**config.mk**
```make
export PLATFORM = sky130hd
export DESIGN_NAME = full_add_4bit
export DESIGN_NICKNAME = d
export VERILOG_FILES = /design/src/rtl/full_add_4bit_pkg.sv /design/src/rtl/full_add_4bit_full_adder.sv /design/src/rtl/full_add_4bit.sv
export SDC_FILE = /design/constraint.sdc
export NUM_CORES = 1
export LEC_CHECK = 0
export ABC_AREA = 0
export CAP_MARGIN = 20
export CORE_AREA = 2 2 39 41
export CTS_CLUSTER_SIZE = 30
export DETAILED_ROUTE_END_ITERATION = 10
export DIE_AREA = 0 0 41 43
export GPL_TIMING_DRIVEN = 0
export PLACE_DENSITY = 0.46
export SYNTH_ARGS = -nofsm -noshare
export SYNTH_HDL_FRONTEND = slang
export SYNTH_SLANG_ARGS = --single-unit
```
**constraint.sdc**
```tcl
create_clock -name clk -period 0.8 [get_ports clk]
set_input_delay 0.16 -clock clk [delete_from_list [all_inputs] [get_ports clk]]
set_output_delay 0.16 -clock clk [all_outputs]
set_load 0.02 [all_outputs]
```
**src/rtl/full_add_4bit_pkg.sv**
```systemverilog
// Shared constants and result payload for the registered nibble adder.
package full_add_4bit_pkg;

   localparam int unsigned WIDTH = 4;

   typedef struct packed {
      logic [WIDTH-1:0] s;
      logic             overflow;
      logic             v;
   } add_res_t;

endpackage

```
**src/rtl/full_add_4bit_full_adder.sv**
```systemverilog
// 1-bit full adder: the ripple-chain building block.
module full_adder (
   input  logic a,
   input  logic b,
   input  logic cin,
   output logic s,
   output logic cout
);

   assign s    = a ^ b ^ cin;
   assign cout = (a & b) | (a & cin) | (b & cin);

endmodule

```
**src/rtl/full_add_4bit.sv**
```systemverilog
// Registered 4-bit ripple-carry adder with unsigned carry-out and signed overflow flags.
module full_add_4bit
   import full_add_4bit_pkg::*;
(
   output logic [WIDTH-1:0] s,
   output logic             overflow,
   input  logic [WIDTH-1:0] a,
   input  logic [WIDTH-1:0] b,
   input  logic             Cin,
   input  logic             clk,
   input  logic             rst_n,
   output logic             v
);

   // carry[i] is the carry into bit i; carry[WIDTH] is the final carry-out
   logic             carry [WIDTH+1];
   logic [WIDTH-1:0] sum_c;
   add_res_t         res_q;

   assign carry[0] = Cin;

   for (genvar i = 0; i < int'(WIDTH); i++) begin : g_bit
      full_adder u_fa (
         .a    (a[i]),
         .b    (b[i]),
         .cin  (carry[i]),
         .s    (sum_c[i]),
         .cout (carry[i+1])
      );
   end

   // Output register stage; signed overflow is carry-in xor carry-out of the MSB
   always_ff @(posedge clk or negedge rst_n) begin
      if (!rst_n) begin
         res_q <= '0;
      end else begin
         res_q <= '{s:        sum_c,
                    overflow: carry[WIDTH],
                    v:        carry[WIDTH] ^ carry[WIDTH-1]};
      end
   end

   assign s        = res_q.s;
   assign overflow = res_q.overflow;
   assign v        = res_q.v;

endmodule

```
=== Yosys cells after proc, flatten, opt, wreduce, memory -nomap -nowiden ===
Index checks and enable logic that the tools add are counted.

* Bits in read-only memories: 0
* Latch bits: 0
* Flip-flop bits (word level): 6
* Memories kept: 0
* Output and inout bits: 6
* Input bits: 11
* Logic and storage cells: 32
* Bits in writable memories: 0

* $mul: 0
* Reduce and logical (&&, ||, !) cells: 0
* Equal/unequal tests: 0
* Shift operators: 0
* Mux-type cells: 0
* Magnitude comparators: 0
* Add/sub/neg operators: 0
* Divide/modulo/power cells: 0
* Bitwise logic cells: 29

{| class="wikitable"
|+ Operator list
! cell !! count
|-
| 1-bit AND || 12
|-
| 1-bit bitwise XOR || 9
|-
| 1-bit OR || 8
|}

=== Logic depth before layout (Yosys ltp) ===
Gate-level depths: netlist of the first run.

* Word-level depth: 13
* Mapped depth: 8
* Depth with buffers taken out: 8

=== By module ===
Synthesis of the first run repeated with hierarchy kept, for this count alone.

* Cells, all modules: 11
* Area, all modules: 239.0 um2

{| class="wikitable"
|+ Modules (own cells, without submodules)
! module !! cells each !! seq. area each (um2) !! area an instance (um2) !! times used
|-
| full_add_4bit || 7 || 150.1 || 158.9 || 1
|-
| full_adder || 1 || 0.0 || 20.0 || 4
|}

=== Least setup slack after synthesis of the first run ===
OpenSTA, ideal clock, no wires.

* Path kind: input -> register
* Start point: in a[0]
* End point: reg res_q (netlist bit s[3])
* Data required time: 0.736 ns
* Arrival time: 1.704 ns
* Library setup time: 0.064 ns
* Slack: -0.968 ns
* Buffers on the path: 0
* Cell stages on the path: 8
* Cells stage by stage: inv_1 -> fa_1 -> inv_1 -> fa_1 -> fa_1 -> inv_1 -> fa_1 -> inv_1

* Word-level cells in the longest chain between the ends: 10
* Elaborated cells between the ends (all ways): 13

{| class="wikitable"
|+ Ends and longest elaborated chain
! item !! line !! RTL
|-
| start, declared || full_add_4bit.sv:7 || <nowiki>input logic [WIDTH-1:0] a,</nowiki>
|-
| 1-bit AND || full_add_4bit_full_adder.sv:11 || <nowiki>assign cout = (a & b) | (a & cin) | (b & cin);</nowiki>
|-
| 1-bit OR (*) (2 in a row) || full_add_4bit_full_adder.sv:11 ||
|-
| 1-bit AND || full_add_4bit_full_adder.sv:11 ||
|-
| 1-bit OR || full_add_4bit_full_adder.sv:11 ||
|-
| 1-bit OR (*) || full_add_4bit_full_adder.sv:11 ||
|-
| 1-bit AND || full_add_4bit_full_adder.sv:11 ||
|-
| 1-bit OR || full_add_4bit_full_adder.sv:11 ||
|-
| 1-bit OR (*) || full_add_4bit_full_adder.sv:11 ||
|-
| 1-bit bitwise XOR (*) || full_add_4bit_full_adder.sv:10 || <nowiki>assign s = a ^ b ^ cin;</nowiki>
|-
| named net g_bit[3].u_fa.s || full_add_4bit_full_adder.sv:6 || <nowiki>output logic s,</nowiki>
|-
| end signal, assigned || full_add_4bit.sv:37 || <nowiki>res_q <= '{s: sum_c,</nowiki>
|-
| end, declared || full_add_4bit.sv:18 || <nowiki>add_res_t res_q;</nowiki>
|}

Mark *: on every way through the listed nets, which the timed path passes. The rest lies on a longest branch.

=== Worst setup path after layout of the first run ===
Same ends and word-level chain as after synthesis.

==> reports/metrics.cfg, run 1 <==
[outcome]
outcome = complete, but fails checks
violations = setup timing

[placement]
gp_congestion = 0.634
dpl.cell_count = 53
portBuffers = 16
dp_hpwl_um = 423

[worst_setup_path]
worstPathArrival_ns = 1.76
cp_max_fo = 2
cp.buffers_inverters = 5
required_ns = 0.98
critical_path.top_delay_family = adder cells
cpMostUsedCell = fa_2
cp-start-kind = input pin
crit_path_end_kind = flop
cp_slowest_cell = fa_2
critPathKind = input pin to flop
path_cells = buf_8 -> inv_12 -> fa_2 -> inv_2 -> fa_2 -> fa_2 -> inv_2 -> fa_2 -> inv_2
slowest_delay_ns = 0.43

[cts]
postCtsSetupBuffers = 0
clock_sinks = 6
cts_hold_buffers = 0
tritoncts = done
clockBufferDepth = 2
htree_levels = 1
numCtsBuffers = 3
root_buffer = clkbuf_4
clk_pin_slew_ns = 0.04

[yosys]
async_reset_ff_share_pct = 100
yosys_warnings = 0
netlist_area_um2 = 277
synth_nets = 36
synth_edf_count = 0
synthMuxAreaShare_pct = 0
synth_xor_xnor_area_share_pct = 3.17
yosysSeqAreaShare_pct = 54.3
synth_compound_area_share_pct = 0
yosysTopAreaCellShare_pct = 54.3
synthFlopType = dfrtp_1
synth_fa_ha_area_share_pct = 29.0
synth-simple-area-share_pct = 0
synthDistinctLibCells = 4
avgSynthCellArea_um2 = 13.2
synth_common_cells = 10 x inv_1, 6 x dfrtp_1, 4 x fa_1, 1 x xnor2_1
synth.area.top_cells = dfrtp_1 54%, fa_1 29%, inv_1 14%
ys_ff_latch = 6
post-synth-top-area-cell = dfrtp_1
synth_most_common_cell = inv_1
synthCells = 21
synth_top_family_by_area = adder cells

[cells_and_area]
antenna_cells = 0
fin_cells = 56
drive_gt1_share_pct = 57.5
nNetsFinal = 57
area_growth_pct = 90.0
postLayoutCoreUtil_pct = 38.0

[global_route]
track_usage_pct = 6.92
grt_pass1_vias = 193
grt_max_degree = 7
grt-ovfl-total = 0
grt_pass1_wl_um = 752
antenna_found_initial = 0

[power]
total_power_w = 0.000968
power_density_mw_per_mm2 = 1840
ir_drop_uv = 453
power.leakage_nw = 0.248

[die]
die-area_mm2 = 0.00176
row_count = 14
io_pins = 17
die_width_um = 41
die_h_um = 43
core_mm2 = 0.00138
start_util_pct = 20.0

[sta]
hold_violations = 0
setup_ws_ns = -0.789
post-route-period-util_pct = 199
fmax_mhz = 629
slew_viol_final = 0
worstMarginPinSlew_ns = 0.250
slew-limit-headroom_pct = 83.3
period_minus_slack_ns = 1.59
whs_ns = 0.156
setup_tns_ns = -3.22
rsz0062_at_grt = yes
finalSetupViolCount = 11

[drt]
drt_first_pass_iters = 1
remaining_drc_errors = 0
vias = 177
drtIter0Drc = 0
wl_per_cell_um = 8.20
viasPerCell = 3.16
route.final.wire_length_um = 459
ant_nets = 0

[job]
maxCapViolCount = 0

[hold_path]
worstHoldPathType = input pin to async pin

-- kinds of logic (layout without fill, tap and decap cells) --
| family | Yosys count | in the layout |
|---|---|---|
| XOR/XNOR | 1 | 1 |
| adder cells (fa/ha/maj) | 4 | 4 |
| buffers and inverters | 10 | 29 |
| flip-flops | 6 | 6 |
-- where the power goes --
part	internal [W]	total, W	switching [W]
registers	0.000356	0.000378	0.0000214
logic	0.000184	0.000333	0.000149
clock network	0.000168	0.000258	0.0000898
total	0.000708	0.000968	0.000260
-- cell usage in the layout, fill, tap and decap left out --
cell / instances
fa_2: 4
clkbuf_4: 3
inv_12: 1
dfrtp_1: 6
clkdlybuf4s50_1: 5
clkinv_4: 1
dlygate4sd2_1: 2
buf_8: 2
xnor2_1: 1
buf_6: 7
inv_4: 1
inv_2: 4
inv_1: 3
-- how the worst max path moves through the flow --
stage                     slack [ns]  cells past startpoint        endpoint  startpoint
after floorplan                -0.87                      8  s[3]$_DFF_PN0_        a[0]
after global placement         -1.55                      9  s[3]$_DFF_PN0_        a[0]
after detailed placement       -1.58                      9  s[3]$_DFF_PN0_        a[0]
after CTS                      -0.87                      9  s[3]$_DFF_PN0_        a[0]
after global routing           -0.84                      9  s[3]$_DFF_PN0_         Cin
final                          -0.79                      9  s[3]$_DFF_PN0_        a[0]
-- per-layer routing --
metal | wire length (µm) | global-route usage (%) | up-vias
li1 | - | - | 91
met1 | 131 | 6.38 | 77
met2 | 287 | 10.6 | 9
met3 | 40 | 0 | 0
met4 | 0 | 10.0 | 0
met5 | 0 | 0 | -
-- sequential cells by signal, summed over array words and instances (netlist names) --
signal	count
v	1
overflow	1
s	4
-- per-stage QoR --
stage	setup slack, ns	instance area, µm²
finish	-0.789	526
global route	-0.839	526
CTS	-0.869	519
detailed placement	-1.58	484
global placement	-1.55	484
floorplan	-0.870	304
-- final cells by class --
class                           count  area (µm²)
Fill cell                         132         858
Timing Repair Buffer               16         176
Sequential cell                     6         150
Multi-Input combinational cell      5        98.8
Inverter                           10        57.6
Clock buffer                        3        22.5
Tap cell                           16        20.0
-- repair_timing --
item                                    CTS  global route
resized for setup                        58             4
pin swaps                                 5             4
endpoints found under the setup margin   12            11
Power figures use the tool's default switching activity.
==> run 2: changes to the inputs <==
Settings changed: PLACE_DENSITY 0.46 to 0.48.
Clock period 0.8 ns to 1.46 ns, I/O delays scaled along.
==> reports/metrics.cfg, run 2 (synthesis gave the netlist of run 1 again) <==
[outcome]
outcome = complete, but fails checks
violations = setup timing

[global_route]
grt_pass1_wl_um = 676  ; -10%
antenna_found_initial = 0  ; unchanged
grt-ovfl-total = 0  ; unchanged
grt_max_degree = 7  ; unchanged
grt_pass1_vias = 203  ; +5.2%
track_usage_pct = 6.71  ; -0.21 points

[drt]
wl_per_cell_um = 7.60  ; -7.3%
wl_met1_um = 136  ; +3.8%
ant_nets = 0  ; unchanged
remaining_drc_errors = 0  ; unchanged
dr_wl_met3_um = 80  ; +100%
dr.max_layer_used = met4
vias = 196  ; +11%
viasPerCell = 3.44  ; +8.8%
wl_met2_um = 206  ; -28%
route.final.wire_length_um = 433  ; -5.7%
drtIter0Drc = 0  ; unchanged
drt_first_pass_iters = 1  ; unchanged

[die]
start_util_pct = 20.0  ; unchanged
row_count = 14  ; unchanged
io_pins = 17  ; unchanged
core_mm2 = 0.00138  ; unchanged
die_width_um = 41  ; unchanged
die-area_mm2 = 0.00176  ; unchanged
die_h_um = 43  ; unchanged

[power]
p_clk_share_pct = 27.8  ; +1.1 points
internal-power_w = 0.000377  ; -47%
p_sw_share_pct = 26.7  ; -0.16 points
pwr-share-seq_pct = 38.9  ; about the same
p_comb_share_pct = 33.3  ; -1.0 points
power.leakage_nw = 0.294  ; +19%
power_density_mw_per_mm2 = 957  ; -48%
p_sw_w = 0.000137  ; -47%
ir_drop_uv = 245  ; -46%

[cts]
cts_hold_buffers = 0  ; unchanged
clockBufferDepth = 2  ; unchanged
htree_levels = 1  ; unchanged
clock_sinks = 6  ; unchanged
root_buffer = clkbuf_4
clk_pin_slew_ns = 0.04  ; about the same
numCtsBuffers = 3  ; unchanged
tritoncts = done

[placement]
dpl_cell_area_um2 = 484  ; unchanged
portBuffers = 16  ; unchanged
gp_congestion = 0.538  ; -15%
dpl.cell_count = 53  ; unchanged
dp_hpwl_um = 389  ; -8.0%

[cells_and_area]
multi_input_area_um2 = 98.8  ; unchanged
largest_reg_flops = 4  ; unchanged
antenna_cells = 0  ; unchanged
fin_cells = 57  ; +1.8%
area_growth_pct = 94.1
seqCellArea_um2 = 150  ; unchanged
final_cell_mix = 6 x dlymetal6s2s_1, 6 x dfrtp_1, 5 x clkdlybuf4s50_1
nNetsFinal = 58  ; +1.8%
drive_gt1_share_pct = 41.5  ; -16 points
finalInstanceArea_um2 = 537  ; +2.1%
nFillCells = 131  ; -0.76%

[worst_setup_path]
worstPathArrival_ns = 1.87  ; +0.11 ns
crit_path_end_kind = flop
cp.buffers_inverters = 5  ; unchanged
slowest_delay_ns = 0.41  ; -0.02 ns
critPathLaunch = a[0]
cp_slowest_cell = fa_2
cp_max_fo = 2  ; unchanged
path_cells = buf_8 -> inv_12 -> fa_2 -> inv_2 -> fa_2 -> fa_2 -> inv_2 -> fa_2 -> inv_1
required_ns = 1.64  ; +0.66 ns
critical_path.top_delay_family = adder cells
critPathKind = input pin to flop
cpMostUsedCell = fa_2
cp-start-kind = input pin

[sta]
rsz0062_at_grt = yes
finalSetupViolCount = 3  ; -8
slew-limit-headroom_pct = 83.5  ; +0.19 points
worstMarginPinSlew_ns = 0.247  ; -0.00279 ns
post-route-period-util_pct = 116
hold_violations = 0  ; unchanged
period_minus_slack_ns = 1.70
slew_viol_final = 0  ; unchanged
setup_ws_ns = -0.236  ; +0.553 ns
fmax_mhz = 590

[job]
maxCapViolCount = 0  ; unchanged

[hold_path]
worstHoldPathType = input pin to async pin

## run 2: changes by cell type in the layout (fill, tap and decap cells not counted), sizes merged
cell / previous run / this run
dlymetal6s2s: 0 / 6
buf: 9 / 4
## run 2: routing by layer
| metal | up-vias | GRT usage, % |
|---|---|---|
| met5 | - | 0 |
| met4 | 0 | 12.0 |
| met3 | 2 | 1.57 |
| met2 | 15 | 8.75 |
| met1 | 86 | 5.69 |
| li1 | 93 | - |
## run 2: worst paths after layout
| kind | to | slack [ns] | cells after the start |
|---|---|---|---|
| worst max-delay path | s[3]$_DFF_PN0_ | -0.24 | 9 |
| worst min-delay path | v$_DFF_PN0_ | 0.29 | 1 |
| max in group asynchronous | s[1]$_DFF_PN0_ | 0.97 | 1 |
| min in group clk | s[0]$_DFF_PN0_ | 0.45 | 4 |
## run 2: timing repair
action                                  in CTS  in global routing
buffers inserted                             1                  0
pin swaps                                    5                  4
endpoints found under the setup margin       5                  9
resized for setup                           19                  9
cloned                                       0                  0
hold endpoints to repair                     0                  0
## run 2: cell type report
cell class,instances,area share (%)
repair buffers,17,35.0
flip-flops and latches,6,28.0
multi-input cells,5,18.4
inverters,10,10.7
clock buffers,3,4.20
well taps,16,3.73
## run 2: metrics by stage
stage	TNS [ns]	power, W	setup WS [ns]	utilization, %	hold WS (ns)
6_report	-0.455	0.000514	-0.236	38.8	0.286
5_1_grt	-0.596	0.000557	-0.270	38.8	0.296
4_1_cts	-0.653	0.000534	-0.312	37.5	0.280
3_5_place_dp	-4.23	0.000380	-1.04	35.0	0.538
3_3_place_gp	-4.17	0.000377	-1.03	35.0	0.537
2_1_floorplan	-0.768	0.000280	-0.342	-	-0.00359
## run 2: power by group through the flow
stage	Sequential (W)	Clock [W]	Combinational, W
2_1_floorplan	0.000242	0	0.0000383
6_report	0.000200	0.000143	0.000171
3_3_place_gp	0.000203	0	0.000174
3_5_place_dp	0.000204	0	0.000176
4_1_cts	0.000202	0.000153	0.000180
5_1_grt	0.000201	0.000165	0.000190
